===== src/rtl/params.sv =====
// Shared numeric parameters for the pooling datapath.
// Pool mode encodings live beside the word width.
package params_pkg;

    localparam int DATA_WIDTH = 32;
    localparam int POOL_MAX   = 0;
    localparam int POOL_MIN   = 1;

endpackage


===== src/rtl/maxpool2x2_stream_pkg.sv =====
// Types and helpers for the 2x2 stride-2 pooling stage.
// fp_gt orders IEEE words by sign-magnitude with -0 == +0.
package maxpool2x2_stream_pkg;

    import params_pkg::*;

    typedef enum logic [2:0] {
        OP_NONE,
        OP_HOLD,
        OP_LINE,
        OP_VERT,
        OP_OUT
    } op_t;

    function automatic logic fp_gt(
        input logic [DATA_WIDTH-1:0] a,
        input logic [DATA_WIDTH-1:0] b
    );
        logic                  sa;
        logic                  sb;
        logic [DATA_WIDTH-2:0] ma;
        logic [DATA_WIDTH-2:0] mb;
        logic                  zz;
        logic                  r;
        sa = a[DATA_WIDTH-1];
        sb = b[DATA_WIDTH-1];
        ma = a[DATA_WIDTH-2:0];
        mb = b[DATA_WIDTH-2:0];
        zz = (ma == '0) && (mb == '0);
        r  = 1'b0;
        unique case ({sa, sb})
            2'b00:   r = ma > mb;
            2'b11:   r = ma < mb;
            2'b01:   r = !zz;
            default: r = 1'b0;
        endcase
        return r;
    endfunction

endpackage


===== src/rtl/maxpool2x2_stream_if.sv =====
// Stream bus of the pooling stage: input strobe/word, pooled output.
// slave is the pooling block, master is whoever feeds and drains it.
interface maxpool2x2_stream_if;

    import params_pkg::*;

    logic                  valid_in;
    logic [DATA_WIDTH-1:0] data;
    logic [DATA_WIDTH-1:0] data_out;
    logic                  valid_out;
    logic                  frame_done;

    modport master (
        output valid_in,
        output data,
        input  data_out,
        input  valid_out,
        input  frame_done
    );

    modport slave (
        input  valid_in,
        input  data,
        output data_out,
        output valid_out,
        output frame_done
    );

endinterface


===== src/rtl/maxpool2x2_stream_cmp.sv =====
// Combinational 2-input IEEE max/min select (fp_cmp_sel).
// Ties, including -0 vs +0, return operand a.
module fp_cmp_sel
    import params_pkg::*;
    import maxpool2x2_stream_pkg::*;
#(
    parameter int MODE = POOL_MAX
) (
    input  logic [DATA_WIDTH-1:0] a,
    input  logic [DATA_WIDTH-1:0] b,
    output logic [DATA_WIDTH-1:0] y
);

    logic take_b;

    always_comb begin
        take_b = 1'b0;
        if (MODE == POOL_MAX) take_b = fp_gt(b, a);
        else                  take_b = fp_gt(a, b);
        y = take_b ? b : a;
    end

endmodule


===== src/rtl/maxpool2x2_stream.sv =====
// Streaming 2x2 stride-2 max/min pooling over raster, channel-interleaved
// pixels, keeping only a half-row of partial results.
module maxpool2x2_stream
    import params_pkg::*;
    import maxpool2x2_stream_pkg::*;
#(
    parameter int IMG_WIDTH  = 28,
    parameter int IMG_HEIGHT = 28,
    parameter int CHANNELS   = 1,
    parameter int MODE       = POOL_MAX
) (
    input logic               clk,
    input logic               rst,
    maxpool2x2_stream_if.slave bus
);

    localparam int WW     = $clog2(IMG_WIDTH);
    localparam int HW     = $clog2(IMG_HEIGHT);
    localparam int CW     = (CHANNELS > 1) ? $clog2(CHANNELS) : 1;
    localparam int KW     = (IMG_WIDTH / 2) * 2;
    localparam int KH     = (IMG_HEIGHT / 2) * 2;
    localparam int LBUF_N = (IMG_WIDTH / 2) * CHANNELS;
    localparam int IW     = (LBUF_N > 1) ? $clog2(LBUF_N) : 1;

    logic [WW-1:0] col;
    logic [HW-1:0] row;
    logic [CW-1:0] ch;

    logic [DATA_WIDTH-1:0] hbuf [CHANNELS];
    logic [DATA_WIDTH-1:0] lbuf [LBUF_N];

    logic [IW-1:0]         idx;
    logic                  drop;
    logic                  last;
    op_t                   op;
    logic [DATA_WIDTH-1:0] sel_a;
    logic [DATA_WIDTH-1:0] sel_y;

    // Odd trailing column/row are counted but never enter a window.
    always_comb begin
        drop = ((IMG_WIDTH % 2) == 1 && col == WW'(IMG_WIDTH - 1))
            || ((IMG_HEIGHT % 2) == 1 && row == HW'(IMG_HEIGHT - 1));
        last = (row == HW'(KH - 1)) && (col == WW'(KW - 1))
            && (ch == CW'(CHANNELS - 1));
        idx  = IW'(int'(col >> 1) * CHANNELS + int'(ch));
    end

    always_comb begin
        op = OP_NONE;
        if (bus.valid_in && !rst && !drop) begin
            unique case (1'b1)
                !row[0] && !col[0]: op = OP_HOLD;
                !row[0] &&  col[0]: op = OP_LINE;
                 row[0] && !col[0]: op = OP_VERT;
                default:            op = OP_OUT;
            endcase
        end
    end

    // One comparator serves every case; only the vertical step reads lbuf.
    assign sel_a = (op == OP_VERT) ? lbuf[idx] : hbuf[ch];

    fp_cmp_sel #(
        .MODE (MODE)
    ) u_sel (
        .a (sel_a),
        .b (bus.data),
        .y (sel_y)
    );

    always_ff @(posedge clk) begin
        unique case (op)
            OP_HOLD: hbuf[ch]  <= bus.data;
            OP_VERT: hbuf[ch]  <= sel_y;
            OP_LINE: lbuf[idx] <= sel_y;
            default: ;
        endcase
    end

    always_ff @(posedge clk) begin
        if (rst) begin
            col            <= '0;
            row            <= '0;
            ch             <= '0;
            bus.data_out   <= '0;
            bus.valid_out  <= 1'b0;
            bus.frame_done <= 1'b0;
        end else begin
            bus.valid_out  <= (op == OP_OUT);
            bus.frame_done <= (op == OP_OUT) && last;
            if (op == OP_OUT) bus.data_out <= sel_y;
            if (bus.valid_in) begin
                if (ch == CW'(CHANNELS - 1)) begin
                    ch <= '0;
                    if (col == WW'(IMG_WIDTH - 1)) begin
                        col <= '0;
                        if (row == HW'(IMG_HEIGHT - 1)) row <= '0;
                        else                           row <= row + 1'b1;
                    end else begin
                        col <= col + 1'b1;
                    end
                end else begin
                    ch <= ch + 1'b1;
                end
            end
        end
    end

endmodule


===== src/flat_wrapper.sv =====
// flat-port wrapper written by rule: the top's interface ports become plain ports
module maxpool2x2_stream_flat import params_pkg::*; import maxpool2x2_stream_pkg::*;
#(
    parameter int IMG_WIDTH  = 28,
    parameter int IMG_HEIGHT = 28,
    parameter int CHANNELS   = 1,
    parameter int MODE       = POOL_MAX
)
  (clk, rst, bus_valid_in, bus_data, bus_data_out, bus_valid_out, bus_frame_done);
  maxpool2x2_stream_if bus_i ();
  input logic clk;
  input logic rst;
  input wire logic [$bits(bus_i.valid_in)-1:0] bus_valid_in;
  input wire logic [$bits(bus_i.data)-1:0] bus_data;
  output wire logic [$bits(bus_i.data_out)-1:0] bus_data_out;
  output wire logic [$bits(bus_i.valid_out)-1:0] bus_valid_out;
  output wire logic [$bits(bus_i.frame_done)-1:0] bus_frame_done;
  assign bus_i.valid_in = bus_valid_in;
  assign bus_i.data = bus_data;
  assign bus_data_out = bus_i.data_out;
  assign bus_valid_out = bus_i.valid_out;
  assign bus_frame_done = bus_i.frame_done;
  maxpool2x2_stream #(.IMG_WIDTH(IMG_WIDTH), .IMG_HEIGHT(IMG_HEIGHT), .CHANNELS(CHANNELS), .MODE(MODE)) u_core (.clk(clk), .rst(rst), .bus(bus_i));
endmodule

===== config.mk =====
export PLATFORM = sky130hd
export DESIGN_NAME = maxpool2x2_stream_flat
export DESIGN_NICKNAME = d
export VERILOG_FILES = /design/src/rtl/params.sv /design/src/rtl/maxpool2x2_stream_pkg.sv /design/src/rtl/maxpool2x2_stream_if.sv /design/src/rtl/maxpool2x2_stream_cmp.sv /design/src/rtl/maxpool2x2_stream.sv /design/src/flat_wrapper.sv
export SDC_FILE = /design/constraint.sdc
export NUM_CORES = 1
export LEC_CHECK = 0
export BUFFER_PORTS_ARGS = -buffer_cell sky130_fd_sc_hd__buf_2
export CAP_MARGIN = 20
export CORE_ASPECT_RATIO = 0.6
export CORE_MARGIN = 2
export CORE_UTILIZATION = 62
export DETAILED_ROUTE_END_ITERATION = 6
export HOLD_SLACK_MARGIN = 0.06
export PLACE_DENSITY = 0.79
export REMOVE_ABC_BUFFERS = 1
export SKIP_CTS_REPAIR_TIMING = 1
export SYNTH_ARGS = -nofsm -noshare
export SYNTH_HDL_FRONTEND = slang
export SYNTH_HIERARCHICAL = 1
export SYNTH_SLANG_ARGS = --single-unit

===== constraint.sdc =====
create_clock -name clk -period 5.9 [get_ports clk]
set_input_delay 0.59 -clock clk [delete_from_list [all_inputs] [get_ports clk]]
set_output_delay 0.59 -clock clk [all_outputs]
set_load 0.005 [all_outputs]

After elaboration in Yosys (flattened, before gate mapping)
Memories as Yosys holds them, arrays and structs flattened.
Index checks and enable logic that the tools add are counted.
{ "totals": {"out_inout_bits": 34, "wordCells": 57, "reg_bits": 45, "mem_bits_rw": 480, "n_memories": 2, "in_bits": 35} }
{ "mem_list": {"columns": ["memory", "words", "word_bits", "rd", "rd_ports_with_merged_regs", "write_ports", "line_no", "source"], "rows": [
  ["u_core.lbuf", 14, 32, 1, 0, 1, "maxpool2x2_stream.sv:30", "logic [DATA_WIDTH-1:0] lbuf [LBUF_N];"],
  ["u_core.hbuf", 1, 32, 1, 0, 1, "maxpool2x2_stream.sv:29", "logic [DATA_WIDTH-1:0] hbuf [CHANNELS];"]
]} }
{ "op_classes": {"reduce_logical": 18, "eq_ne": 8, "order_cmp": 2, "bitwise_logic": 1, "n_addsub": 4, "mux": 16} }
{ "op_table": {"columns": ["cell", "n"], "rows": [
  ["two-way mux 32 bit", 3],
  ["zero test 31 bit", 2],
  ["OR reduction 32 bit", 1],
  ["> comparator 31 bit", 1],
  ["less-than comparator 31 bit", 1],
  ["adder 5 x 1 -> 5 bit, second input constant", 2],
  ["equality test 5 bit, second input constant", 2],
  ["two-way mux 5 bit", 2],
  ["case mux 3 bit (3 select lines)", 1],
  ["logical AND 1 bit", 8],
  ["two-way mux 1 bit", 8],
  ["equality test 3 x 2 -> 1 bit, second input constant", 2],
  ["adder 4 x 1 -> 4 bit", 1],
  ["zero test 1 bit", 4],
  ["equality test 3 x 1 -> 1 bit, second input constant", 1],
  ["equality test 3 bit, second input constant", 1],
  ["two-way mux 3 bit", 1],
  ["case mux 1 bit (3 select lines)", 1],
  ["AND reduction 3 bit", 1],
  ["equality test 2 x 1 -> 1 bit, second input constant", 1],
  ["equality test 2 bit, second input constant", 1],
  ["zero test 2 bit", 1],
  ["AND reduction 2 bit", 1],
  ["adder 1 bit, second input constant", 1],
  ["NOT 1 bit", 1]
]} }

Depth between registers and ports, before layout
Gate-level depths: netlist of the first run.
{ "logic_depth": {"word_depth": 12, "mapped_depth": 22, "depth_no_buf": 17} }

Cells and area by module
The synthesis of the first run kept the hierarchy.
{ "by_module_without_submodules": {"columns": ["mod", "instances", "seq_area_each_um2", "cells_per_inst", "area_per_inst_um2"], "rows": [
  ["maxpool2x2_stream", 1, 15294.7, 1177, 20642.3],
  ["fp_cmp_sel", 1, 0.0, 218, 1654.1]
]} }

Least setup slack after synthesis of the first run
OpenSTA, ideal clock, no wires.
{ "synth_path": {"path_type": "input -> register", "startpoint": "input rst", "endpoint": "memory u_core.hbuf[0][10] (data pin)", "arrival_ps": 4251, "required_ps": 5640, "path_buffers": 5, "stages": 19, "setup_ps": 260, "setup_slack_ps": 1389, "cell_sequence": "clkbuf_1 nor3b_2 and3b_1 buf_2 buf_6 clkbuf_8 nor2_1 a31oi_1 inv_1 ha_1 nand4_1 nor2_1 a221o_1 a211oi_2 a21oi_1 o21bai_1 clkbuf_1 a221o_1 mux2_2"} }
{ "synth_between": {"elab_chain_cells": 11, "word_cells_on_any_way": 19, "classes_between": "order compare: 2; eq/ne: 3; mux: 7; reduce/logical: 7"} }
{ "synth_lines": {"columns": ["element", "line_no", "source"], "rows": [
  ["from (decl)", "flat_wrapper.sv:12", "input logic rst;"],
  ["zero test 1 bit (*)", "maxpool2x2_stream.sv:50", "if (bus.valid_in && !rst && !drop) begin"],
  ["logical AND 1 bit (*)", "maxpool2x2_stream.sv:50", null],
  ["two-way mux 3 bit (*)", "maxpool2x2_stream.sv:50", null],
  ["equality test 3 x 2 -> 1 bit (*)", "maxpool2x2_stream.sv:61", "assign sel_a = (op == OP_VERT) ? lbuf[idx] : hbuf[ch];"],
  ["two-way mux 32 bit (*)", "maxpool2x2_stream.sv:61", null],
  ["net u_core.sel_a[29]", "maxpool2x2_stream.sv:36", "logic [DATA_WIDTH-1:0] sel_a;"],
  ["parallel branches: the longest is 3 deep, another holds less-than comparator 31 bit", null, null],
  ["case mux 1 bit (3 select lines) (*)", "maxpool2x2_stream_pkg.sv:31", "unique case ({sa, sb})"],
  ["two-way mux 32 bit (*)", "maxpool2x2_stream_cmp.sv:20", "y = take_b ? b : a;"],
  ["net u_core.sel_y[10]", "maxpool2x2_stream.sv:37", "logic [DATA_WIDTH-1:0] sel_y;"],
  ["two-way mux 32 bit (no line) (*)", null, null],
  ["to (decl)", "maxpool2x2_stream.sv:29", null]
]} }
Mark *: on every way through the listed nets, which the timed path passes.

Worst setup path after layout of the first run
{ "layout_path": {"startpoint": "register u_core.col[4]", "endpoint": "memory u_core.hbuf[0][23] (data pin)"} }
{ "layout_between": {"elab_chain_cells": 9, "word_cells_on_any_way": 14, "classes_between": "add/sub: 1; order compare: 2; eq/ne: 2; mux: 4; reduce/logical: 4; memory: 1"} }
{ "layout_lines": {"columns": ["element", "line_no", "source"], "rows": [
  ["from (decl)", "maxpool2x2_stream.sv:25", "logic [WW-1:0] col;"],
  ["from (signal assigned)", "maxpool2x2_stream.sv:100", "col <= col + 1'b1;"],
  ["adder 4 x 1 -> 4 bit (*)", "maxpool2x2_stream.sv:45", "idx = IW'(int'(col >> 1) * CHANNELS + int'(ch));"],
  ["memory (14 x 32 bit) (*)", null, null],
  ["two-way mux 32 bit (*)", "maxpool2x2_stream.sv:61", null],
  ["net u_core.sel_a[22]", "maxpool2x2_stream.sv:36", null],
  ["parallel branches: the longest is 3 deep, another holds less-than comparator 31 bit", null, null],
  ["case mux 1 bit (3 select lines) (*)", "maxpool2x2_stream_pkg.sv:31", null],
  ["two-way mux 32 bit (*)", "maxpool2x2_stream_cmp.sv:20", null],
  ["net u_core.sel_y[23]", "maxpool2x2_stream.sv:37", null],
  ["two-way mux 32 bit (no line) (*)", null, null]
]} }
Marked as above.

==> summary.txt, run 1 <==
# clock sinks - 524
P_int - 0.00613 W
LEAKAGE - 8.22 nW
register area - 15300 sq um
most frequent cells in the layout - edfxtp_1 (480), mux2i_1 (124), nand2_1 (99), buf_4 (89), buf_2 (68)
Final min period - 5.23 ns
post-synth top area cell - edfxtp_1
area of the multi-input gates - 6300 sq um
crit-path cells - or3b_1 -> buf_4 -> o22ai_1 -> a221oi_1 -> a31oi_1 -> inv_1 -> ha_1 -> a21oi_1 -> o21ai_1 -> a221o_1 -> a211oi_2 -> a21oi_1 -> o21bai_2 -> buf_4 -> a221o_1 -> mux2_2
ANT nets after route - 0
Filler cells - 2221
Final Util - 0.710
share of post-route cells with drive strength above 1 - 0.214
Clock Skew - 0.0225 ns
syn_area_per_cell - 16.0 sq um
Async SR Flop Fraction - 0
gpl congestion - 0.886
HP Start - bus_valid_in
clk_lat worst skew - 0.58 ns
Unique masters post-synth - 69
Slew @ Worst Pin - 1.03 ns
Max-Cap Viols - 0
Die Ht - 151 um
unrepaired setup endpoints after global routing - no
Final period util - 0.886
Post-synth top flop - edfxtp_1
CP max FO - 21
largest net degree at the start of global routing - 44
P_sw - 0.00175 W
detailed-route via count - 13718
cell area power density - 315 nW/um^2
GRT overflow - 0
Synth top area share - 0.646
crit path kind - reg -> reg
Clk network pwr share - 0.390
Max clock buf depth - 3
clock tree from TritonCTS - built
CTS root buffer - clkbuf_16
fin. max-slew vios - 0
initial antenna violation count - 3
HPWL after DPL - 34500 um
sequential element share of the synthesized area - 0.686
Die ar. - 37500 sq um
total track usage - 0.307
first-pass iteration count of the detailed router - 6
Peak VDD IR - 272 uV
final hold vios - 0
Post-synth EDFFs - 480
Slew HR - 0.312
DR WL/cell - 28.1 um
Tot Pwr - 0.00788 W
fmax - 191 MHz
clock input transition at the sequential cells of the worst setup and hold paths - 0.07 ns
H-tree depth - 2
max incr delay on CP - 0.66 ns
Synth area leaders - edfxtp_1 (65%), mux2i_1 (5.6%), dfxtp_1 (4.0%)
worst-path cell with the longest stage delay - dfxtp_1
DR vias/cell - 6.77
Sw Ratio - 0.222
Initial Util - 0.633
I/O pins - 69
residual DRC count - 0
Synth Warn # - 6
endpoint class of the critical path - flop
Critical Path RT - 6.22 ns
Final setup viols - 0
cts bufs inserted - 46
number of port buffers - 68
reg2reg start - u_core/col[4]$_SDFFE_PP0P_
status - finished, final reports clean
Final nets - 1592
final wirelength - 57000 um
first-pass GRT wire length - 83900 um
power share of the combinational group - 0.078
Iter 0 DRT Violations - 1718
Critical Path AT - 5.55 ns
Mapped Cells - 1395
Die W - 249 um
Worst Setup SP - u_core/col[4]$_SDFFE_PP0P_
vias in the first global route - 13120
Layout area overhead - 12.1%
Flop pwr share - 0.532
Worst setup SP type - flop
# rows - 53
synthesis-stage register bit count - 524
commonest non-fill, non-tap cell in the layout - edfxtp_1
synthesized cell area - 22300 sq um
Core Box Area - 35200 sq um
Min-Delay Path Class - in -> reg
## kinds of logic (layout without fill, tap and decap cells)
family	after synthesis	count (layout)	share of synthesized area
flip-flops	524	524	0.686
AO/OA/AOI/OAI	261	261	0.0846
AND/OR/NAND/NOR	240	240	0.0507
multiplexers	208	208	0.121
buffers and inverters	124	287	0.0367
adder cells (fa/ha/maj)	36	36	0.0202
XOR/XNOR	2	2	0.000786
other	0	2	0
## state kept, by name (all words and copies together) (netlist names)
register and flops:
u_core/bus.frame_done 1, u_core/col 5, u_core/bus.data_out 32, u_core/row 5
u_core/lbuf 448, u_core/bus.valid_out 1, u_core/hbuf 32
## critical path: cells and delay by family, from the launching register on
| family | cells | cell delay (ns) |
|---|---|---|
| muxes | 1 | 0.28 |
| AOI/OAI and AO/OA | 10 | 2.46 |
| adders and majority gates | 1 | 0.34 |
| buffers and inverters | 3 | 0.63 |
| DFF | 1 | 0.66 |
| and+or+nand+nor | 1 | 0.54 |
## path summary, 6_finish.rpt
check	endpoint	slack, ns	cells after the start
worst min-delay path	u_core/col[1]$_SDFFE_PP0P_	0.39	3
worst min register to register	u_core/bus.data_out[2]$_SDFFE_PP0N_	0.45	2
worst max-delay path	u_core/hbuf[0][23]$_DFFE_PP_	0.67	16
worst max register to register	u_core/hbuf[0][23]$_DFFE_PP_	0.67	16
## power by group through the flow
| stage | Combinational (W) | Sequential (W) | Clock [W] |
|---|---|---|---|
| after floorplan | 0.000327 | 0.00429 | 0 |
| after global placement | 0.000571 | 0.00428 | 0 |
| after detailed placement | 0.000594 | 0.00428 | 0 |
| after CTS | 0.000598 | 0.00420 | 0.00310 |
| after global routing | 0.000657 | 0.00420 | 0.00324 |
| final | 0.000612 | 0.00420 | 0.00307 |
## metal layers
layer / wire length (um) / vias up / GRT usage / part of all wire
li1: - / 5851 / - / -
met3: 6400 / 121 / 0.0614 / 0.11
met5: 10 / - / 0 / 0.00018
met4: 2150 / 2 / 0.127 / 0.038
met2: 25300 / 883 / 0.463 / 0.44
met1: 23100 / 6861 / 0.446 / 0.41
## metrics by stage
step           hold slack (ns)  instances  setup TNS (ns)  instance area [sq um]  worst slack (ns)
2_1_floorplan            0.447       1311        -2388.11                  21600             -3.84
3_3_place_gp             0.444       1940               0                  23400             0.736
3_5_place_dp             0.443       1940               0                  23400             0.728
4_1_cts                  0.366       2025               0                  25000             0.765
5_1_grt                  0.399       2025               0                  25000             0.354
6_report                 0.387       2027               0                  25000             0.673
## layout make-up
cell class,count,share of cell area
Sequential cell,524,0.612
Multi-Input combinational cell,747,0.252
Clock buffer,55,0.0495
Timing Repair Buffer,162,0.0444
Tap cell,467,0.0234
Clock inverter,30,0.0121
Inverter,40,0.00601
Antenna cell,2,0.000200
## cells in the mapped netlist (5+ instances only)
cell type	count
nor2_1	60
o22ai_1	57
mux2i_1	124
nor4_1	18
mux4_2	15
nand4_1	14
nand2_1	99
a221oi_1	26
buf_6	19
a221o_1	32
nand3b_1	5
nor3_1	9
a31oi_1	26
a21oi_1	55
buf_2	12
ha_1	36
dfxtp_1	44
clkbuf_8	10
mux4_1	20
edfxtp_1	480
a22o_1	30
clkbuf_1	24
buf_4	13
mux2_2	46
nand3_1	7
inv_1	38
o21ai_0	9
o32a_1	5
and2_1	6
Note: power is estimated with default switching activity, not from simulation.
==> inputs of run 2 (changes only) <==
- MAX_ROUTING_LAYER: unset -> met4
==> run 2 against run 1 <==
Clock-buffer cell count grew 5. Global-route usage grew 1.5 points. Utilization shrank 0.31 points. Sequential power is essentially flat. Hold slack lost 0.0063 ns. Non-clock buffer count is the same. Total power shrank 2.4%. Fmax shrank 5.4%. Final area shrank 0.43%. Via count shrank 0.18%. Critical endpoint is now u_core/bus.data_out[15]$_SDFFE_PP0N_. Largest cell class unchanged.
==> summary.txt, run 2 (synthesis gave the netlist of run 1 again) <==
P_int - 0.00598 W (-2.4%)
Die ar. - 37500 sq um (unchanged)
total track usage - 0.322 (+0.0148)
final hold vios - 0 (unchanged)
Worst setup SP type - flop
Filler cells - 2240 (+0.86%)
# clock sinks - 524 (unchanged)
max reg flops - 448 (unchanged)
Die Ht - 151 um (unchanged)
CP bufs+invs - 5 (+2)
HPWL after DPL - 35000 um (+1.3%)
power share of the combinational group - 0.080 (+0.002)
Final period util - 0.937 (+0.0509)
vias in the first global route - 13312 (+1.5%)
Cell Count, Final, Fillers Out - 2026 (-0.049%)
Critical Path RT - 6.36 ns (+0.14 ns)
clock input transition at the sequential cells of the worst setup and hold paths - 0.07 ns (about the same)
Final min period - 5.53 ns (+0.300 ns)
final wirelength - 57800 um (+1.4%)
LEAKAGE - 8.15 nW (-0.80%)
first-pass GRT wire length - 85400 um (+1.8%)
Min-Delay Path Class - in -> reg
Initial Util - 0.633 (unchanged)
first-pass iteration count of the detailed router - 5 (-1)
P_sw - 0.00172 W (-2.1%)
Peak VDD IR - 265 uV (-2.3%)
largest reg by FF count - u_core/lbuf
GRT overflow - 0 (unchanged)
Clock Skew - 0.0220 ns (-0.000554 ns)
residual DRC count - 0 (unchanged)
Layout area overhead - 11.6%
share of post-route cells with drive strength above 1 - 0.210 (-0.00446)
Core Box Area - 35200 sq um (unchanged)
biggest regs - u_core/lbuf x448, u_core/bus.data_out x32, u_core/hbuf x32
Max clock buf depth - 3 (unchanged)
gpl congestion - 0.912 (+3.0%)
Slew @ Worst Pin - 1.09 ns (+0.0561 ns)
unrepaired setup endpoints after global routing - no
cts bufs inserted - 45 (-2.2%)
Final nets - 1591 (-0.063%)
crit path kind - reg -> reg
DR vias/cell - 6.76 (-0.13%)
clock tree from TritonCTS - built
CP top delay family - compound AO/OA/AOI/OAI gates
worst-path cell with the longest stage delay - and3b_4
Clk network pwr share - 0.375 (-0.015)
Slew HR - 0.274 (-0.0375)
largest net degree at the start of global routing - 52 (+18%)
Final Util - 0.706 (-0.00306)
max incr delay on CP - 0.67 ns (about the same)
register area - 15300 sq um (unchanged)
Max-Cap Viols - 0 (unchanged)
Iter 0 DRT Violations - 1832 (+6.6%)
Sw Ratio - 0.223 (+0.000654)
most frequent cells in the layout - edfxtp_1 (480), mux2i_1 (124), nand2_1 (99), buf_4 (88), buf_2 (68)
dpl cells - 1940 (unchanged)
Die W - 249 um (unchanged)
DR WL/cell - 28.5 um (+1.4%)
H-tree depth - 2 (unchanged)
clk_lat worst skew - 0.56 ns (-0.02 ns)
status - finished, final reports clean
number of port buffers - 68 (unchanged)
endpoint class of the critical path - flop
ANT nets after route - 0 (unchanged)
crit-path cells - inv_1 -> ha_1 -> and3b_4 -> buf_12 -> nor2_1 -> a31oi_1 -> inv_1 -> ha_1 -> nand2_1 -> o21ai_1 -> a221o_1 -> a211oi_2 -> and3b_1 -> buf_4 -> a22o_1 -> a221o_1 -> buf_4 -> nand2_1 -> a21oi_1
CP max FO - 51 (+140%)
fin. max-slew vios - 0 (unchanged)
CTS root buffer - clkbuf_16
detailed-route via count - 13693 (-0.18%)
initial antenna violation count - 6 (+3)
Flop pwr share - 0.545 (+0.013)
Final setup viols - 0 (unchanged)
commonest non-fill, non-tap cell in the layout - edfxtp_1
Critical Path AT - 5.99 ns (+0.44 ns)
area of the multi-input gates - 6300 sq um (unchanged)
fmax - 181 MHz (-5.4%)
I/O pins - 69 (unchanged)
# rows - 53 (unchanged)
cell area power density - 309 nW/um^2 (-1.9%)
[run 2: cell count changes in the layout (fill, tap and decap cells not counted)]
cell / delta
clkbuf_1: +3
buf_12: +1
clkinv_2: -4
clkinv_8: -1
clkinvlp_4: +2
clkinv_4: -2
clkbuf_8: +4
diode_2: +4
inv_6: -2
bufinv_16: -3
buf_4: -1
clkbuf_16: -2
[run 2: metrics by stage]
step	hold slack (ns)	setup TNS [ns]	setup WS (ns)	total power (W)	area, sq um
finish	0.381	0	0.373	0.00769	24900
detailed placement	0.444	0	0.531	0.00487	23500
global route	0.419	0	0.138	0.00791	24900
global placement	0.444	0	0.637	0.00485	23500
floorplan	0.447	-2388.11	-3.84	0.00461	21600
CTS	0.373	0	0.550	0.00771	24900
[run 2: area by class of cell]
type | instances | area share
Inverter | 40 | 0.00604
Clock inverter | 20 | 0.00629
Clock buffer | 60 | 0.0503
Tap cell | 467 | 0.0235
Antenna cell | 6 | 0.000604
Timing Repair Buffer | 162 | 0.0451
Sequential cell | 524 | 0.615
Multi-Input combinational cell | 747 | 0.253
[run 2: metal layers]
layer | global-route usage | wire length, um | vias up
met1 | 0.447 | 22900 | 6831
met5 | - | 0 | -
met3 | 0.0722 | 6950 | 128
li1 | - | - | 5844
met2 | 0.479 | 25900 | 890
met4 | 0.111 | 1960 | 0
[run 2: path summary, 6_finish.rpt]
path | slack, ns | start | depth (start not counted) | endpoint
setup / recovery | 0.37 | u_core/row[0]$_SDFFE_PP0P_ | 19 | u_core/bus.data_out[15]$_SDFFE_PP0N_
hold / removal | 0.38 | bus_valid_in | 3 | u_core/col[1]$_SDFFE_PP0P_
setup reg to reg | 0.37 | u_core/row[0]$_SDFFE_PP0P_ | 19 | u_core/bus.data_out[15]$_SDFFE_PP0N_
hold reg to reg | 0.45 | u_core/bus.data_out[9]$_SDFFE_PP0N_ | 2 | u_core/bus.data_out[9]$_SDFFE_PP0N_
[run 2: power groups by stage]
stage	clock network (W)	logic, W	registers [W]
after floorplan	0	0.000327	0.00429
after global placement	0	0.000570	0.00428
after detailed placement	0	0.000594	0.00428
after CTS	0.00291	0.000600	0.00420
after global routing	0.00305	0.000660	0.00419
final	0.00288	0.000616	0.00420
[run 2: worst register-to-register path, cell delays in order, from the launching register on]
cell      delay (ns)
dfxtp_1         0.47
inv_1           0.11
ha_1            0.33
and3b_4         0.68
buf_12          0.29
nor2_1          0.06
a31oi_1         0.48
inv_1           0.11
ha_1            0.34
nand2_1         0.09
o21ai_1         0.07
a221o_1         0.37
a211oi_2        0.34
and3b_1         0.53
buf_4           0.30
a22o_1          0.17
a221o_1         0.19
buf_4           0.25
nand2_1         0.09
a21oi_1         0.18
==> inputs of run 3 (changes only) <==
- CORE_UTILIZATION: 62 -> 42
- PLACE_DENSITY: 0.79 -> unset
==> run 3 against run 2 <==
Final area is 0.77% higher. Total power is 1.4% higher. Cell count grew 11%.
==> summary.txt, run 3 (synthesis gave the netlist of run 1 again) <==
status - finished, final reports clean
# rows - 65 (+23%)
Iter 0 DRT Violations - 1520 (-17%)
Core Box Area - 52500 sq um (+49%)
area of the multi-input gates - 6310 sq um (+0.20%)
Final setup viols - 0 (unchanged)
DP Area - 23500 sq um (+0.32%)
Die ar. - 55000 sq um (+47%)
Critical Path AT - 5.84 ns (-0.15 ns)
Min-Delay Path Class - in -> reg
Slew @ Worst Pin - 0.911 ns (-0.176 ns)
initial antenna violation count - 5 (-1)
hold path cells - 3 (unchanged)
Tot Pwr - 0.00780 W (+1.4%)
Worst Setup SP - u_core/col[4]$_SDFFE_PP0P_
Worst Reg-to-Reg Cells - 16 (-3)
Final nets - 1570 (-1.3%)
Clock Skew - 0.0154 ns (-0.00664 ns)
DR vias/cell - 5.84 (-14%)
most frequent cells in the layout - edfxtp_1 (480), mux2i_1 (124), nand2_1 (99), buf_2 (68), buf_4 (64)
GRT overflow - 0 (unchanged)
register area - 15300 sq um (unchanged)
ANT nets after route - 0 (unchanged)
Layout area overhead - 12.4%
share of post-route cells with drive strength above 1 - 0.203 (-0.00692)
number of port buffers - 68 (unchanged)
final hold vios - 0 (unchanged)
# clock sinks - 524 (unchanged)
gpl congestion - 0.896 (-1.8%)
Max clock buf depth - 3 (unchanged)
final wirelength - 59600 um (+3.2%)
vias in the first global route - 12640 (-5.0%)
TNS Setup - 0 ns (unchanged)
reg2reg start - u_core/col[4]$_SDFFE_PP0P_
fin. max-slew vios - 0 (unchanged)
detailed-route via count - 13108 (-4.3%)
largest reg by FF count - u_core/lbuf
post-route design area - 25100 sq um (+0.77%)
cell area power density - 311 nW/um^2 (+0.61%)
crit path kind - reg -> reg
total track usage - 0.223 (-0.0990)
R2R Path End - u_core/hbuf[0][29]$_DFFE_PP_
HP Start - bus_valid_in
register-to-register setup slack - 0.38 ns (about the same)
DR WL/cell - 26.6 um (-6.8%)
Slew HR - 0.391 (+0.117)
H-tree depth - 2 (unchanged)
unrepaired setup endpoints after global routing - no
Worst setup SP type - flop
Final min period - 5.52 ns (-0.00873 ns)
Final period util - 0.935 (-0.00148)
Filler cells - 4460 (+99%)
fmax - 181 MHz (+0.16%)
clock tree from TritonCTS - built
cts bufs inserted - 49 (+8.9%)
clock input transition at the sequential cells of the worst setup and hold paths - 0.06 ns (about the same)
Die Ht - 182 um (+21%)
CTS root buffer - clkbuf_16
LEAKAGE - 8.08 nW (-0.87%)
Initial Util - 0.425 (-0.208)
Die W - 301 um (+21%)
first-pass GRT wire length - 86700 um (+1.6%)
Critical Path RT - 6.22 ns (-0.14 ns)
biggest regs - u_core/lbuf x448, u_core/bus.data_out x32, u_core/hbuf x32
max reg flops - 448 (unchanged)
first-pass iteration count of the detailed router - 5 (unchanged)
Final WS setup - 0.382 ns (+0.00873 ns)
commonest non-fill, non-tap cell in the layout - edfxtp_1
clk_lat worst skew - 0.57 ns (about the same)
CP max FO - 26 (-49%)
Max-Cap Viols - 0 (unchanged)
Hold Crit Endpoint - u_core/col[1]$_SDFFE_PP0P_
Peak VDD IR - 236 uV (-11%)
endpoint class of the critical path - flop
largest net degree at the start of global routing - 52 (unchanged)
Final Util - 0.478 (-0.229)
HPWL after DPL - 36400 um (+4.0%)
residual DRC count - 0 (unchanged)
I/O pins - 69 (unchanged)
Setup WS pre-CTS - 0.270 ns (-0.261 ns)
[run 3: cell count changes in the layout (fill, tap and decap cells not counted), moves of 3 or more]
cell,previous run,this run
a221o_1,32,23
a221o_2,0,9
buf_4,88,64
clkbuf_1,8,11
clkbuf_16,45,49
clkbuf_8,7,0
clkinv_1,7,12
clkinv_2,8,11
clkinvlp_4,5,2
[run 3: worst max-delay path, cell delays in order, from the launching register on]
cell and delay, ns:
dfxtp_1 0.66, or3b_1 0.39, buf_4 0.30, o22ai_1 0.28, a221oi_1 0.08, a31oi_1 0.51, inv_1 0.10, ha_1 0.36
nand4_1 0.19, nor2_1 0.06, a221o_1 0.32, a211oi_2 0.33, a21oi_1 0.11, o21bai_2 0.26, buf_4 0.28, a221o_1 0.62
mux2_2 0.36
[run 3: routing by layer]
layer | share of wire | up-vias | global-route usage | wire [um]
met1 | 0.46 | 6750 | 0.332 | 27700
met5 | 0 | - | - | 0
met3 | 0.076 | 62 | 0.0352 | 4550
met4 | 0.015 | 0 | 0.0481 | 871
li1 | - | 5809 | - | -
met2 | 0.44 | 487 | 0.323 | 26500
[run 3: cell type report]
type / count / area share
multi-input combinational: 747 / 0.252
antenna: 4 / 0.000399
tap: 703 / 0.0351
clock buffer: 60 / 0.0506
timing repair buffer: 137 / 0.0370
inverter: 40 / 0.00599
sequential: 524 / 0.610
clock inverter: 29 / 0.00893
[run 3: worst max-delay path by stage]
stage / endpoint / slack [ns] / depth (start not counted)
finish: u_core/hbuf[0][29]$_DFFE_PP_ / 0.38 / 16
global placement: u_core/hbuf[0][17]$_DFFE_PP_ / 0.43 / 17
detailed placement: u_core/bus.data_out[3]$_SDFFE_PP0N_ / 0.27 / 17
CTS: u_core/bus.data_out[3]$_SDFFE_PP0N_ / 0.38 / 17
global route: u_core/bus.data_out[13]$_SDFFE_PP0N_ / 0.005 / 17
floorplan: u_core/hbuf[0][0]$_DFFE_PP_ / -3.84 / 14
[run 3: report_power, final]
group	internal, W	switching, W	leakage [nW]	total, W
logic	0.000186	0.000401	2.68	0.000586
clock network	0.00166	0.00136	0.731	0.00302
registers	0.00419	0.0000110	4.67	0.00420
total	0.00603	0.00177	8.08	0.00780
[run 3: metrics by stage]
step / hold slack [ns] / instances
2_1_floorplan: 0.447 / 1311
3_3_place_gp: 0.442 / 2150
3_5_place_dp: 0.444 / 2150
4_1_cts: 0.358 / 2239
5_1_grt: 0.391 / 2244
6_report: 0.379 / 2244
